==> src/rtl/inorder_release_tracker.sv <==
// In-order release tracker: tail allocation, out-of-order completion by tag, contiguous head release.
// Optional macro INORDER_RELEASE_TRACKER_DONE_BYPASS_EN lets same-cycle completions feed the release mask.

module inorder_release_tracker_entry (
  input  logic clk,
  input  logic rst,
  input  logic flush_i,
  input  logic alloc_i,
  input  logic alloc_flag_i,
  input  logic done_i,
  input  logic rel_i,
  output logic valid_o,
  output logic done_o,
  output logic flag_o
);
  logic valid_q, done_q, flag_q;

  // A slot is never allocated while valid, so alloc and rel/done cannot collide.
  always_ff @(posedge clk) begin
    if (rst || flush_i) begin
      valid_q <= 1'b0;
      done_q  <= 1'b0;
      flag_q  <= 1'b0;
    end else if (alloc_i) begin
      valid_q <= 1'b1;
      done_q  <= 1'b0;
      flag_q  <= alloc_flag_i;
    end else if (rel_i) begin
      valid_q <= 1'b0;
      done_q  <= 1'b0;
    end else if (done_i) begin
      done_q  <= 1'b1;
    end
  end

  assign valid_o = valid_q;
  assign done_o  = done_q;
  assign flag_o  = flag_q;
endmodule

module inorder_release_tracker #(
  parameter  int ENTRY_COUNT   = 8,
  parameter  int ALLOC_WIDTH   = 2,
  parameter  int DONE_WIDTH    = 2,
  parameter  int RELEASE_WIDTH = 2,
  localparam int PTR_W         = $clog2(ENTRY_COUNT),
  localparam int TAG_W         = PTR_W + 1,
  localparam int CNT_W         = $clog2(ENTRY_COUNT + 1)
) (
  input  logic                                   clk,
  input  logic                                   rst,
  input  logic                                   flush_i,
  input  logic [ALLOC_WIDTH-1:0]                 alloc_fire_i,
  output logic                                   alloc_rdy_o,
  output logic [ALLOC_WIDTH-1:0][TAG_W-1:0]      alloc_tag_o,
  input  logic [DONE_WIDTH-1:0]                  done_valid_i,
  input  logic [DONE_WIDTH-1:0][TAG_W-1:0]       done_tag_i,
  input  logic                                   release_en_i,
  output logic [RELEASE_WIDTH-1:0]               release_fire_o,
  output logic [RELEASE_WIDTH-1:0][TAG_W-1:0]    release_tag_o,
  output logic [CNT_W-1:0]                       used_cnt_o,
  output logic                                   empty_o
);
  localparam logic [PTR_W+1:0] ENT_S   = (PTR_W+2)'(ENTRY_COUNT);
  localparam logic [CNT_W-1:0] RDY_MAX = CNT_W'(ENTRY_COUNT - ALLOC_WIDTH);

  // {flag, idx} + n with wrap at ENTRY_COUNT; flag toggles on wrap.
  function automatic logic [TAG_W-1:0] ptr_add(input logic [TAG_W-1:0] p, input logic [CNT_W-1:0] n);
    logic [PTR_W+1:0] sum;
    sum = (PTR_W+2)'(p[PTR_W-1:0]) + (PTR_W+2)'(n);
    if (sum >= ENT_S) ptr_add = {~p[PTR_W], PTR_W'(sum - ENT_S)};
    else              ptr_add = {p[PTR_W], sum[PTR_W-1:0]};
  endfunction

  logic [TAG_W-1:0]       head_q, head_d, tail_q, tail_d;
  logic [CNT_W-1:0]       used_q, used_d;
  logic [CNT_W-1:0]       alloc_cnt, rel_cnt;
  logic                   alloc_ok;
  logic [ENTRY_COUNT-1:0] valid_q, done_q, flag_q;
  logic [ENTRY_COUNT-1:0] alloc_set, alloc_flag, done_set, done_eff, rel_clr;

  assign alloc_rdy_o = used_q <= RDY_MAX;
  assign alloc_ok    = alloc_rdy_o & ~flush_i;
  assign used_cnt_o  = used_q;
  assign empty_o     = used_q == '0;

  always_comb begin
    alloc_cnt = '0;
    for (int k = 0; k < ALLOC_WIDTH; k++) begin
      alloc_tag_o[k] = ptr_add(tail_q, alloc_cnt);
      alloc_cnt      = alloc_cnt + CNT_W'(alloc_fire_i[k]);
    end
    if (!alloc_ok) alloc_cnt = '0;
  end

  // Completion hits require a live slot whose stored flag matches the tag.
  always_comb begin
    alloc_set  = '0;
    alloc_flag = '0;
    done_set   = '0;
    for (int e = 0; e < ENTRY_COUNT; e++) begin
      for (int k = 0; k < ALLOC_WIDTH; k++) begin
        if (alloc_ok && alloc_fire_i[k] && alloc_tag_o[k][PTR_W-1:0] == PTR_W'(e)) begin
          alloc_set[e]  = 1'b1;
          alloc_flag[e] = alloc_tag_o[k][PTR_W];
        end
      end
      for (int d = 0; d < DONE_WIDTH; d++) begin
        if (done_valid_i[d] && valid_q[e] && done_tag_i[d] == {flag_q[e], PTR_W'(e)})
          done_set[e] = 1'b1;
      end
    end
  end

`ifdef INORDER_RELEASE_TRACKER_DONE_BYPASS_EN
  assign done_eff = done_q | done_set;
`else
  assign done_eff = done_q;
`endif

  always_comb begin
    logic run, ok;
    run     = release_en_i & ~flush_i;
    rel_cnt = '0;
    rel_clr = '0;
    for (int i = 0; i < RELEASE_WIDTH; i++) begin
      release_tag_o[i] = ptr_add(head_q, CNT_W'(i));
      ok = 1'b0;
      for (int e = 0; e < ENTRY_COUNT; e++)
        if (release_tag_o[i][PTR_W-1:0] == PTR_W'(e)) ok = valid_q[e] & done_eff[e];
      run = run & ok;
      release_fire_o[i] = run;
      if (run) rel_cnt = rel_cnt + 1'b1;
      for (int e = 0; e < ENTRY_COUNT; e++)
        if (run && release_tag_o[i][PTR_W-1:0] == PTR_W'(e)) rel_clr[e] = 1'b1;
    end
  end

  always_comb begin
    head_d = ptr_add(head_q, rel_cnt);
    tail_d = ptr_add(tail_q, alloc_cnt);
    used_d = used_q + alloc_cnt - rel_cnt;
    if (flush_i) begin
      head_d = head_q;
      tail_d = head_q;
      used_d = '0;
    end
  end

  always_ff @(posedge clk) begin
    if (rst) begin
      head_q <= '0;
      tail_q <= '0;
      used_q <= '0;
    end else begin
      head_q <= head_d;
      tail_q <= tail_d;
      used_q <= used_d;
    end
  end

  for (genvar e = 0; e < ENTRY_COUNT; e++) begin : g_entry
    inorder_release_tracker_entry u_entry (
      .clk         (clk),
      .rst         (rst),
      .flush_i     (flush_i),
      .alloc_i     (alloc_set[e]),
      .alloc_flag_i(alloc_flag[e]),
      .done_i      (done_set[e]),
      .rel_i       (rel_clr[e]),
      .valid_o     (valid_q[e]),
      .done_o      (done_q[e]),
      .flag_o      (flag_q[e])
    );
  end
endmodule

==> config.mk <==
export PLATFORM = sky130hd
export DESIGN_NAME = inorder_release_tracker
export DESIGN_NICKNAME = d
export VERILOG_FILES = /design/src/rtl/inorder_release_tracker.sv
export SDC_FILE = /design/constraint.sdc
export NUM_CORES = 1
export LEC_CHECK = 0
export ABC_AREA = 0
export BUFFER_PORTS_ARGS = -buffer_cell sky130_fd_sc_hd__buf_4
export CORE_UTILIZATION = 63
export DETAILED_ROUTE_END_ITERATION = 16
export HOLD_SLACK_MARGIN = 0.05
export PLACE_DENSITY_LB_ADDON = 0.1
export SYNTH_ARGS = -nofsm -noshare
export SYNTH_HDL_FRONTEND = slang
export SYNTH_SLANG_ARGS = --single-unit
==> constraint.sdc <==
create_clock -name clk -period 8.3 [get_ports clk]
set_input_delay 0.415 -clock clk [delete_from_list [all_inputs] [get_ports clk]]
set_output_delay 0.415 -clock clk [all_outputs]
set_load 0.05 [all_outputs]
==> results of run 1 <==
-- stage by stage --
| stage | total power [mW] | utilization [%] |
|---|---|---|
| after global placement | 0.295 | 72.9 |
| after CTS | 0.425 | 75.0 |
| after global routing | 0.446 | 75.0 |
| after floorplan | 0.267 | - |
| after detailed placement | 0.298 | 72.9 |
| final | 0.426 | 75.0 |
-- flip-flops by register name, summed over array words and instances (netlist names) --
register                 count
g_entry.u_entry.valid_o      8
g_entry.u_entry.flag_o       8
g_entry.u_entry.done_o       8
used_cnt_o                   4
tail_q                       4
head_q                       4
-- logic make-up after synthesis --
kind of cell | share of synthesized area (%)
fa+ha+maj | 11.2
simple gates | 21.2
mux | 2.03
xor+xnor | 7.65
compound gates | 27.4
buf+inv | 6.13
flops | 24.4
-- metal layers --
layer	vias to the layer above	wire length, um	global-route usage, %
met2	124	3900	56.6
met1	1372	3380	44.4
met5	-	0	0
li1	1375	-	-
met3	21	432	5.27
met4	0	212	11.3
-- where the power goes --
part | internal [mW] | leakage [nW] | total (mW) | switching, mW
Combinational | 0.0395 | 0.915 | 0.111 | 0.0718
Clock | 0.0675 | 0.0445 | 0.131 | 0.0635
Sequential | 0.177 | 0.291 | 0.183 | 0.00672
Total | 0.284 | 1.25 | 0.426 | 0.142
-- synth_stat cells, types with 5 or more instances --
cell	instances
mux2i_1	6
nand4b_1	6
o22ai_1	6
a21oi_1	23
ha_1	20
dfxtp_1	36
o211ai_1	5
inv_1	22
o2111ai_1	6
xor2_1	11
o32ai_1	6
nor4_1	11
nor3_1	9
nor2_1	17
nand2_1	24
nand3_1	13
nand4_1	6
xnor2_1	13
o21ai_0	15
or2_2	5
nand2b_1	5
clkbuf_1	6
-- worst reg2reg max path, stage by stage, from the launching register on --
cell and delay, ps:
dfxtp_1 660, inv_1 260, ha_1 520, nand4_1 150
o22ai_1 130, a222oi_1 110, buf_4 210, nor4_2 310
inv_1 160, fa_1 540, ha_1 310, a21o_1 170
a21oi_1 170, xnor2_1 140, nor2_1 50
-- cell type report --
cell class	instances	area [um^2]	share of cell area, %
multi-input cells	273	2060	61.7
flip-flops and latches	36	721	21.6
repair buffers	42	315	9.46
clock buffers	7	86.3	2.59
inverters	22	82.6	2.48
well taps	52	65.1	1.95
clock inverters	1	7.51	0.225
-- path summary, 6_finish.rpt --
| check | startpoint | end | slack, ps | depth (start not counted) |
|---|---|---|---|---|
| max reg2reg | head_q[2] | used_cnt_o[3] | 4310 | 14 |
| min | rst | head_q[0] | 360 | 2 |
| max | head_q[2] | used_cnt_o[3] | 4310 | 14 |
| min reg2reg | g_entry[3].u_entry.valid_o | g_entry[3].u_entry.valid_o | 500 | 2 |
==> qor.yml, run 1 <==
run_status:
  outcome: "complete, no violations"
synthesis:
  async_flop_share_pct: 0
  synth_top_area_share_pct: 24.4
  netlist_top_cells_area: "dfxtp_1 (24%), ha_1 (8.5%), a21oi_1 (3.9%)"
  netlist_area_um2: 2960
  syn_inst: 347
  synth_ff_type: "dfxtp_1"
  syn_avg_cell_area_um2: 8.53
  ys_seq_elements: 36
  synth_edf_count: 0
  yosys_warnings: 0
  yosys.area.top_type: "dfxtp_1"
  syn_nets: 387
  synth_cell_types: 61
  seq_area_frac_synth_pct: 24.4
sta:
  tightestPinTransition_ps: 1280
  fin_crit_ps: 3990
  hold_viol_final: 0
  slew_headroom_pct: 14.1
  fin_crit_sh_pct: 48.1
  fin_ws_ps: 4310
  slew_viol_final: 0
  finalSetupViolCount: 0
  finClkSkew_ps: 7.78
  timing.setup.tns_ps: 0
  max_freq_ghz: 0.251
  rsz0062_at_grt: "false"
  holdWs_ps: 355
cells_and_area:
  fill_cells: 336
  layout_commonest_cell: "buf_4"
  fin_area_um2: 3330
  n_antenna_cell: 0
  nets: 420
  drive_above_1_share_pct: 18.4
  mostFrequentLayoutCells: "buf_4 (42), dfxtp_1 (36), nand2_1 (24)"
  syn_to_final_growth_pct: 12.7
  final_cells: 433
clock_tree:
  cts.sinks: 36
  h-tree-depth: 2
  cts_root_buf: "clkbuf_8"
  cts_resized: 0
  cts_buffer_depth: 2
  clk_latency_ps: 280
  numCtsBuffers: 5
  cts_hold_buffers: 0
  postCtsSetupRepairBufs: 0
  clk_pin_slew_worst_paths_ps: 70
  cts_tree: "built"
drt:
  ant_nets: 0
  firstDrtPassIters: 5
  routed_via_density: 6.68
  vias: 2892
  drc: 0
  avgRoutedWirePerCell_um: 18.3
  finalWirelength_um: 7930
  drtIter0Drc: 305
critical_path:
  crit_chain: "inv_1 -> ha_1 -> nand4_1 -> o22ai_1 -> a222oi_1 -> buf_4 -> nor4_2 -> inv_1 -> fa_1 -> ha_1 -> a21o_1 -> a21oi_1 -> xnor2_1 -> nor2_1"
  cp.required_ps: 8470
  worst_setup_path_start_kind: "flip-flop"
  crit_slowest_cell: "dfxtp_1"
  crit_buf_inv: 3
  slowest_delay_ps: 660
  critPathMaxFanout: 14
  cp-end-kind: "flip-flop"
  crit_family: "adder cells"
  worstPathArrival_ps: 4160
  criticalPathCategory: "flip-flop to flip-flop"
floorplanning:
  num_rows: 24
  coreArea_um2: 4440
  chipHeight_um: 70.5
  start_util_pct: 66.6
  pin_count: 40
  die_w_um: 70.5
  die-area_um2: 4980
global_routing:
  grt_pass1_vias: 2751
  grt_pass1_wl_um: 13300
  grt_start_max_net_pins: 20
  antenna_found_initial: 0
  overflow: 0
  grt_use_total_pct: 33.6
placed_design:
  portBuffers: 39
  place_area_um2: 3240
  place_ws_ps: 4300
  routabilityCongestion: 0.985
  hpwl_um: 6070
  dp_cells: 425
power:
  powerDensity_nw_per_um2: 128
  p_leak_nw: 1.25
  ir_drop_mv: 0.122
worst_hold_path:
  hold_path.class: "primary input to flip-flop"
run:
  max-cap-violations: 0
(Power assumes the default switching activity.)
==> inputs of run 2 (changes only) <==
--- a/config.mk
+++ b/config.mk
@@ -5,9 +5,9 @@
 export SDC_FILE = /design/constraint.sdc
 export NUM_CORES = 1
 export LEC_CHECK = 0
-export ABC_AREA = 0
+export ABC_AREA = 1
 export BUFFER_PORTS_ARGS = -buffer_cell sky130_fd_sc_hd__buf_4
-export CORE_UTILIZATION = 63
+export CORE_UTILIZATION = 52
 export DETAILED_ROUTE_END_ITERATION = 16
 export HOLD_SLACK_MARGIN = 0.05
 export PLACE_DENSITY_LB_ADDON = 0.1
==> constraint.sdc (replaced) <==
create_clock -name clk -period 3.3 [get_ports clk]
set_input_delay 0.165 -clock clk [delete_from_list [all_inputs] [get_ports clk]]
set_output_delay 0.165 -clock clk [all_outputs]
set_load 0.05 [all_outputs]
==> qor.yml, run 2 <==
power:
  clkPwrFrac_pct: 37.6  # +6.8 points
  switching_power_mw: 0.307  # +120%
  total_power_mw: 1.04  # +140%
  p_seq_share_pct: 43.2  # about the same
  powerDensity_nw_per_um2: 314  # +150%
  internal_power_mw: 0.735  # +160%
  switching_share_pct: 29.5  # -3.9 points
  p_leak_nw: 1.61  # +29%
  ir_drop_mv: 0.205  # +68%
  share_comb_of_total_power_pct: 19.1  # -7.0 points
global_routing:
  grt_start_max_net_pins: 17  # -15%
  grt_pass1_vias: 2423  # -12%
  antenna_found_initial: 0  # unchanged
  grt_use_total_pct: 26.7  # -7.0 points
  grt_pass1_wl_um: 11300  # -15%
  overflow: 0  # unchanged
sta:
  finalSetupViolCount: 0  # unchanged
  max_freq_ghz: 0.326  # +30%
  rsz0062_at_grt: "false"
  timing.setup.tns_ps: 0  # unchanged
  hold_viol_final: 0  # unchanged
  fin_crit_ps: 3070  # -920 ps
  slew_viol_final: 0  # unchanged
  tightestPinTransition_ps: 515  # -769 ps
  finClkSkew_ps: 7.41  # -0.370 ps
  slew_headroom_pct: 65.6  # +52 points
  fin_crit_sh_pct: 93.1  # +45 points
cells_and_area:
  layout_commonest_cell: "nand2_1"
  drive_above_1_share_pct: 17.1  # -1.3 points
  syn_to_final_growth_pct: 19.8
  mostFrequentLayoutCells: "nand2_1 (116), inv_1 (50), nor2_1 (45)"
  nets: 508  # +21%
  n_antenna_cell: 0  # unchanged
  fin_area_um2: 3320  # -0.45%
critical_path:
  cp-end-kind: "flip-flop"
  cp.depth: 21  # +7
  crit_chain: "ha_2 -> ha_4 -> inv_1 -> nand2_1 -> nor2_1 -> nor2_1 -> nand2_1 -> nand2_1 -> nand2_1 -> nand2_1 -> nand2_1 -> nand2_1 -> nand2_2 -> buf_4 -> nor2_2 -> ha_1 -> inv_1 -> ha_1 -> fa_1 -> xnor2_1 -> nor2_1"
  slowest_delay_ps: 440  # -220 ps
  critPathMaxFanout: 9  # -5
  cpMostUsedCell: "nand2_1"
  criticalPathCategory: "flip-flop to flip-flop"
  crit_buf_inv: 3  # unchanged
  worst_setup_path_start_kind: "flip-flop"
  reg2reg_depth: 21  # +7
  crit_family: "adder cells"
  cp.required_ps: 3470  # -5000 ps
  worstPathArrival_ps: 3240  # -920 ps
  crit_slowest_cell: "dfxtp_2"
clock_tree:
  cts_hold_buffers: 0  # unchanged
  clk_latency_ps: 290  # about the same
  numCtsBuffers: 5  # unchanged
  cts_buffer_depth: 2  # unchanged
  cts_tree: "built"
  cts_root_buf: "clkbuf_8"
  cts.sinks: 36  # unchanged
  h-tree-depth: 2  # unchanged
  clk_pin_slew_worst_paths_ps: 80  # about the same
  postCtsSetupRepairBufs: 0  # unchanged
drt:
  drtIter0Drc: 201  # -34%
  ant_nets: 0  # unchanged
  avgRoutedWirePerCell_um: 13.3  # -28%
  finalWirelength_um: 7160  # -9.8%
  routed_via_density: 5.23  # -22%
  drc: 0  # unchanged
  vias: 2820  # -2.5%
  firstDrtPassIters: 4  # -1
worst_hold_path:
  hold-path-cell-count: 2  # unchanged
  hold_path.class: "primary input to flip-flop"
floorplanning:
  die_w_um: 75.0  # +6.3%
  pin_count: 40  # unchanged
  start_util_pct: 54.2  # -12 points
  coreArea_um2: 5110  # +15%
  die-area_um2: 5620  # +13%
  chipHeight_um: 75.0  # +6.3%
  num_rows: 26  # +8.3%
synthesis:
  ys_seq_elements: 36  # unchanged
  synth_common_cells: "nand2_1 (117), inv_1 (51), nor2_1 (49), nand3_1 (43), dfxtp_1 (36)"
  synth_top_area_share_pct: 26.0  # +1.7 points
  syn_avg_cell_area_um2: 6.52  # -24%
  yosys_warnings: 0  # unchanged
  seq_area_frac_synth_pct: 26.0  # +1.7 points
  netlist_top_cells_area: "dfxtp_1 (26%), nand2_1 (16%), ha_1 (9.0%)"
  syn_inst: 425  # +22%
  synth_ff_type: "dfxtp_1"
  yosysMostFrequentCell: "nand2_1"
  synth_cell_types: 33  # -46%
  syn_nets: 465  # +20%
  synth_edf_count: 0  # unchanged
  async_flop_share_pct: 0  # unchanged
  netlist_area_um2: 2770  # -6.4%
  yosys.area.top_type: "dfxtp_1"
run:
  max-cap-violations: 0  # unchanged
placed_design:
  routabilityCongestion: 0.970  # -1.6%
  place_area_um2: 3170  # -2.3%
  hpwl_um: 5660  # -6.7%
  portBuffers: 39  # unchanged
run_status:
  outcome: "complete, no violations"
run 2: cell types whose count changed after synthesis, moves of 11 or more:
cell / previous run / this run
inv_1: 22 / 51
nand2_1: 24 / 117
nand3_1: 13 / 43
nor2_1: 17 / 49
nor4_1: 11 / 0
run 2: cell type report:
type	count	area [um^2]
fill	506	1790
sequential	36	727
timing repair buffer	42	315
clock inverter	3	41.3
inverter	59	229
clock buffer	5	68.8
multi-input combinational	324	1850
tap	70	87.6
run 2: worst paths after layout:
kind                                    from                    endpoint  slack, ps
hold reg to reg   g_entry[3].u_entry.valid_o  g_entry[3].u_entry.valid_o        490
setup reg to reg                   head_q[1]               used_cnt_o[2]        230
hold / removal                           rst                   head_q[3]         80
setup / recovery                   head_q[1]               used_cnt_o[2]        230
run 2: worst register-to-register path: stages (launching register included):
cell and delay (ps):
dfxtp_2 440, ha_2 270, ha_4 230, inv_1 60
nand2_1 70, nor2_1 90, nor2_1 40, nand2_1 50
nand2_1 40, nand2_1 50, nand2_1 50, nand2_1 50
nand2_1 60, nand2_2 80, buf_4 180, nor2_2 80
ha_1 270, inv_1 40, ha_1 200, fa_1 390
xnor2_1 160, nor2_1 50
run 2: kinds of logic (layout without fill, tap and decap cells):
| logic type | Yosys count | count (layout) | share of synthesized area, % |
|---|---|---|---|
| AND/OR/NAND/NOR | 224 | 224 | 33.7 |
| buffers and inverters | 65 | 109 | 9.58 |
| AO/OA/AOI/OAI | 55 | 55 | 11.9 |
| flip-flops | 36 | 36 | 26.0 |
| adder cells (fa/ha/maj) | 24 | 24 | 11.9 |
| XOR/XNOR | 21 | 21 | 6.91 |
run 2: routing by layer:
metal	vias to the layer above	track usage, %	share of wire (%)
met5	-	0	0
met4	0	6.29	0.41
met3	2	4.15	4.4
met2	71	42.8	48
met1	1300	37.6	47
li1	1447	-	-
run 2: stage by stage:
step,setup WS (ps),std cells,hold WS [ps],utilization (%)
2_1_floorplan,24.8,425,237,-
3_3_place_gp,276,531,385,62.0
3_5_place_dp,198,531,383,62.0
4_1_cts,193,539,70.6,64.1
5_1_grt,21.5,539,65.4,65.0
6_report,229,539,80.8,65.0
run 2: power groups by stage:
| stage | sequential [mW] | combinational [mW] | clock [mW] |
|---|---|---|---|
| floorplan | 0.475 | 0.121 | 0 |
| global placement | 0.460 | 0.193 | 0 |
| detailed placement | 0.460 | 0.196 | 0 |
| CTS | 0.450 | 0.197 | 0.395 |
| global route | 0.451 | 0.219 | 0.417 |
| finish | 0.450 | 0.199 | 0.392 |
run 2: repair_timing:
action / in CTS / in global routing
resized for setup: 0 / 10
hold endpoints to repair: 0 / 0
setup endpoints to repair: 0 / 4
==> inputs of run 3 (changes only) <==
--- a/config.mk
+++ b/config.mk
@@ -10,7 +10,7 @@
 export CORE_UTILIZATION = 52
 export DETAILED_ROUTE_END_ITERATION = 16
 export HOLD_SLACK_MARGIN = 0.05
-export PLACE_DENSITY_LB_ADDON = 0.1
+export PLACE_DENSITY_LB_ADDON = 0.08
 export SYNTH_ARGS = -nofsm -noshare
 export SYNTH_HDL_FRONTEND = slang
 export SYNTH_SLANG_ARGS = --single-unit
==> qor.yml, run 3 (synthesis results as in run 2) <==
critical_path:
  worst_setup_path_start_kind: "flip-flop"
  cp-end-kind: "flip-flop"
  cp.required_ps: 3460  # about the same
  critPathMaxFanout: 9  # unchanged
  worstPathArrival_ps: 3170  # -70 ps
  r2r_start: "head_q[1]"
  slowest_delay_ps: 410  # -30 ps
  criticalPathCategory: "flip-flop to flip-flop"
  r2r-end: "used_cnt_o[2]"
  r2r_slack_ps: 290  # +60 ps
  crit_chain: "ha_2 -> ha_4 -> inv_1 -> nand2_1 -> nor2_1 -> nor2_1 -> nand2_1 -> nand2_1 -> nand2_1 -> nand2_1 -> nand2_1 -> nand2_1 -> nand2_2 -> buf_4 -> nor2_2 -> ha_1 -> inv_1 -> ha_1 -> fa_1 -> xnor2_1 -> nor2_1"
  reg2reg_depth: 21  # unchanged
  cpMostUsedCell: "nand2_1"
  crit_slowest_cell: "dfxtp_4"
cells_and_area:
  fill_cells: 510  # +0.79%
  syn_to_final_growth_pct: 18.9
  final_cells: 539  # unchanged
  nets: 508  # unchanged
  mostFrequentLayoutCells: "nand2_1 (116), inv_1 (50), nor2_1 (48)"
  layout_commonest_cell: "nand2_1"
  drive_above_1_share_pct: 16.0  # -1.1 points
  multi_input_area_um2: 1840  # -0.41%
  fin_area_um2: 3290  # -0.75%
  n_antenna_cell: 0  # unchanged
  regArea_um2: 729  # +0.34%
drt:
  drtIter0Drc: 161  # -20%
  routed_via_density: 5.19  # -0.74%
  avgRoutedWirePerCell_um: 12.8  # -3.4%
  ant_nets: 0  # unchanged
  firstDrtPassIters: 4  # unchanged
  finalWirelength_um: 6920  # -3.4%
  drc: 0  # unchanged
  vias: 2799  # -0.74%
worst_hold_path:
  hold-path-cell-count: 2  # unchanged
  hp-start: "rst"
  hold_path.class: "primary input to flip-flop"
  hold_end: "head_q[3]"
floorplanning:
  coreArea_um2: 5110  # unchanged
  pin_count: 40  # unchanged
  die_w_um: 75.0  # unchanged
  die-area_um2: 5620  # unchanged
  chipHeight_um: 75.0  # unchanged
  start_util_pct: 54.2  # unchanged
  num_rows: 26  # unchanged
global_routing:
  grt_start_max_net_pins: 17  # unchanged
  grt_use_total_pct: 26.1  # -0.61 points
  antenna_found_initial: 0  # unchanged
  grt_pass1_wl_um: 11000  # -3.0%
  overflow: 0  # unchanged
  grt_pass1_vias: 2399  # -0.99%
placed_design:
  hpwl_um: 5510  # -2.6%
  portBuffers: 39  # unchanged
  place_ws_ps: 181  # -16.3 ps
  routabilityCongestion: 0.956  # -1.4%
  dp_cells: 531  # unchanged
  place_area_um2: 3170  # unchanged
sta:
  tightestPinTransition_ps: 498  # -16.5 ps
  fin_crit_sh_pct: 91.3  # -1.8 points
  timing.setup.tns_ps: 0  # unchanged
  finalSetupViolCount: 0  # unchanged
  fin_ws_ps: 287  # +58.5 ps
  hold_viol_final: 0  # unchanged
  fin_crit_ps: 3010  # -58.5 ps
  slew_headroom_pct: 66.7  # +1.1 points
  slew_viol_final: 0  # unchanged
  max_freq_ghz: 0.332  # +1.9%
  finClkSkew_ps: 4.52  # -2.89 ps
  rsz0062_at_grt: "false"
power:
  share_comb_of_total_power_pct: 20.3  # +1.2 points
  switching_share_pct: 30.3  # +0.84 points
  p_seq_share_pct: 46.0  # +2.8 points
  p_leak_nw: 1.60  # -0.71%
  powerDensity_nw_per_um2: 296  # -5.6%
  clkPwrFrac_pct: 33.7  # -3.9 points
  ir_drop_mv: 0.252  # +23%
  switching_power_mw: 0.296  # -3.6%
  internal_power_mw: 0.680  # -7.4%
run_status:
  outcome: "complete, no violations"
clock_tree:
  h-tree-depth: 2  # unchanged
  numCtsBuffers: 5  # unchanged
  cts_hold_buffers: 0  # unchanged
  clk_latency_ps: 290  # about the same
  cts_tree: "built"
  cts_buffer_depth: 2  # unchanged
  cts_root_buf: "clkbuf_8"
  cts.sinks: 36  # unchanged
  clk_pin_slew_worst_paths_ps: 70  # about the same
run:
  max-cap-violations: 0  # unchanged
run 3: cell types whose count changed in the layout (fill, tap and decap cells not counted), sizes merged:
cell,change
clkinv,-1
bufinv,-1
clkbuf,+3
inv,-1
run 3: how the worst max path moves through the flow:
stage / startpoint / depth (start not counted) / end
after floorplan: head_q[0] / 17 / used_cnt_o[3]
after global placement: head_q[0] / 20 / used_cnt_o[2]
after detailed placement: head_q[0] / 19 / used_cnt_o[3]
after CTS: head_q[0] / 19 / used_cnt_o[3]
after global routing: head_q[2] / 19 / used_cnt_o[3]
final: head_q[1] / 21 / used_cnt_o[2]
run 3: power groups by stage:
stage | combinational (mW) | sequential (mW) | clock, mW
3_3_place_gp | 0.192 | 0.460 | 0
3_5_place_dp | 0.195 | 0.460 | 0
6_report | 0.198 | 0.449 | 0.329
4_1_cts | 0.196 | 0.450 | 0.328
5_1_grt | 0.220 | 0.450 | 0.346
2_1_floorplan | 0.121 | 0.475 | 0
run 3: through the flow:
step	power [mW]	util (%)	hold slack, ps
floorplan	0.596	-	237
global placement	0.652	62.0	383
detailed placement	0.655	62.0	390
CTS	0.974	63.7	87.8
global route	1.02	64.5	94.5
finish	0.976	64.5	92.9
run 3: final cells by class:
class	count	area share [%]
Clock buffer	8	2.73
Inverter	59	6.95
Multi-Input combinational cell	324	55.9
Sequential cell	36	22.1
Tap cell	70	2.66
Timing Repair Buffer	42	9.57
run 3: worst max-delay path: cells and delay by family (launching register included):
family,cells,cell delay [ps]
fa+ha+maj,5,1330
simple gates,12,710
flops,1,410
buf+inv,3,260
xor+xnor,1,170
run 3: metal layers:
metal / vias up / track usage, % / share of wire (%)
met1: 1290 / 35.7 / 48
met2: 52 / 43.1 / 46
li1: 1451 / - / -
met5: - / 0 / 0
met4: 0 / 5.66 / 0.97
met3: 6 / 4.42 / 4.6
run 3: repair_timing:
item	CTS	global route
buffers inserted	0	0
setup endpoints to repair	0	4
resized for setup	0	8
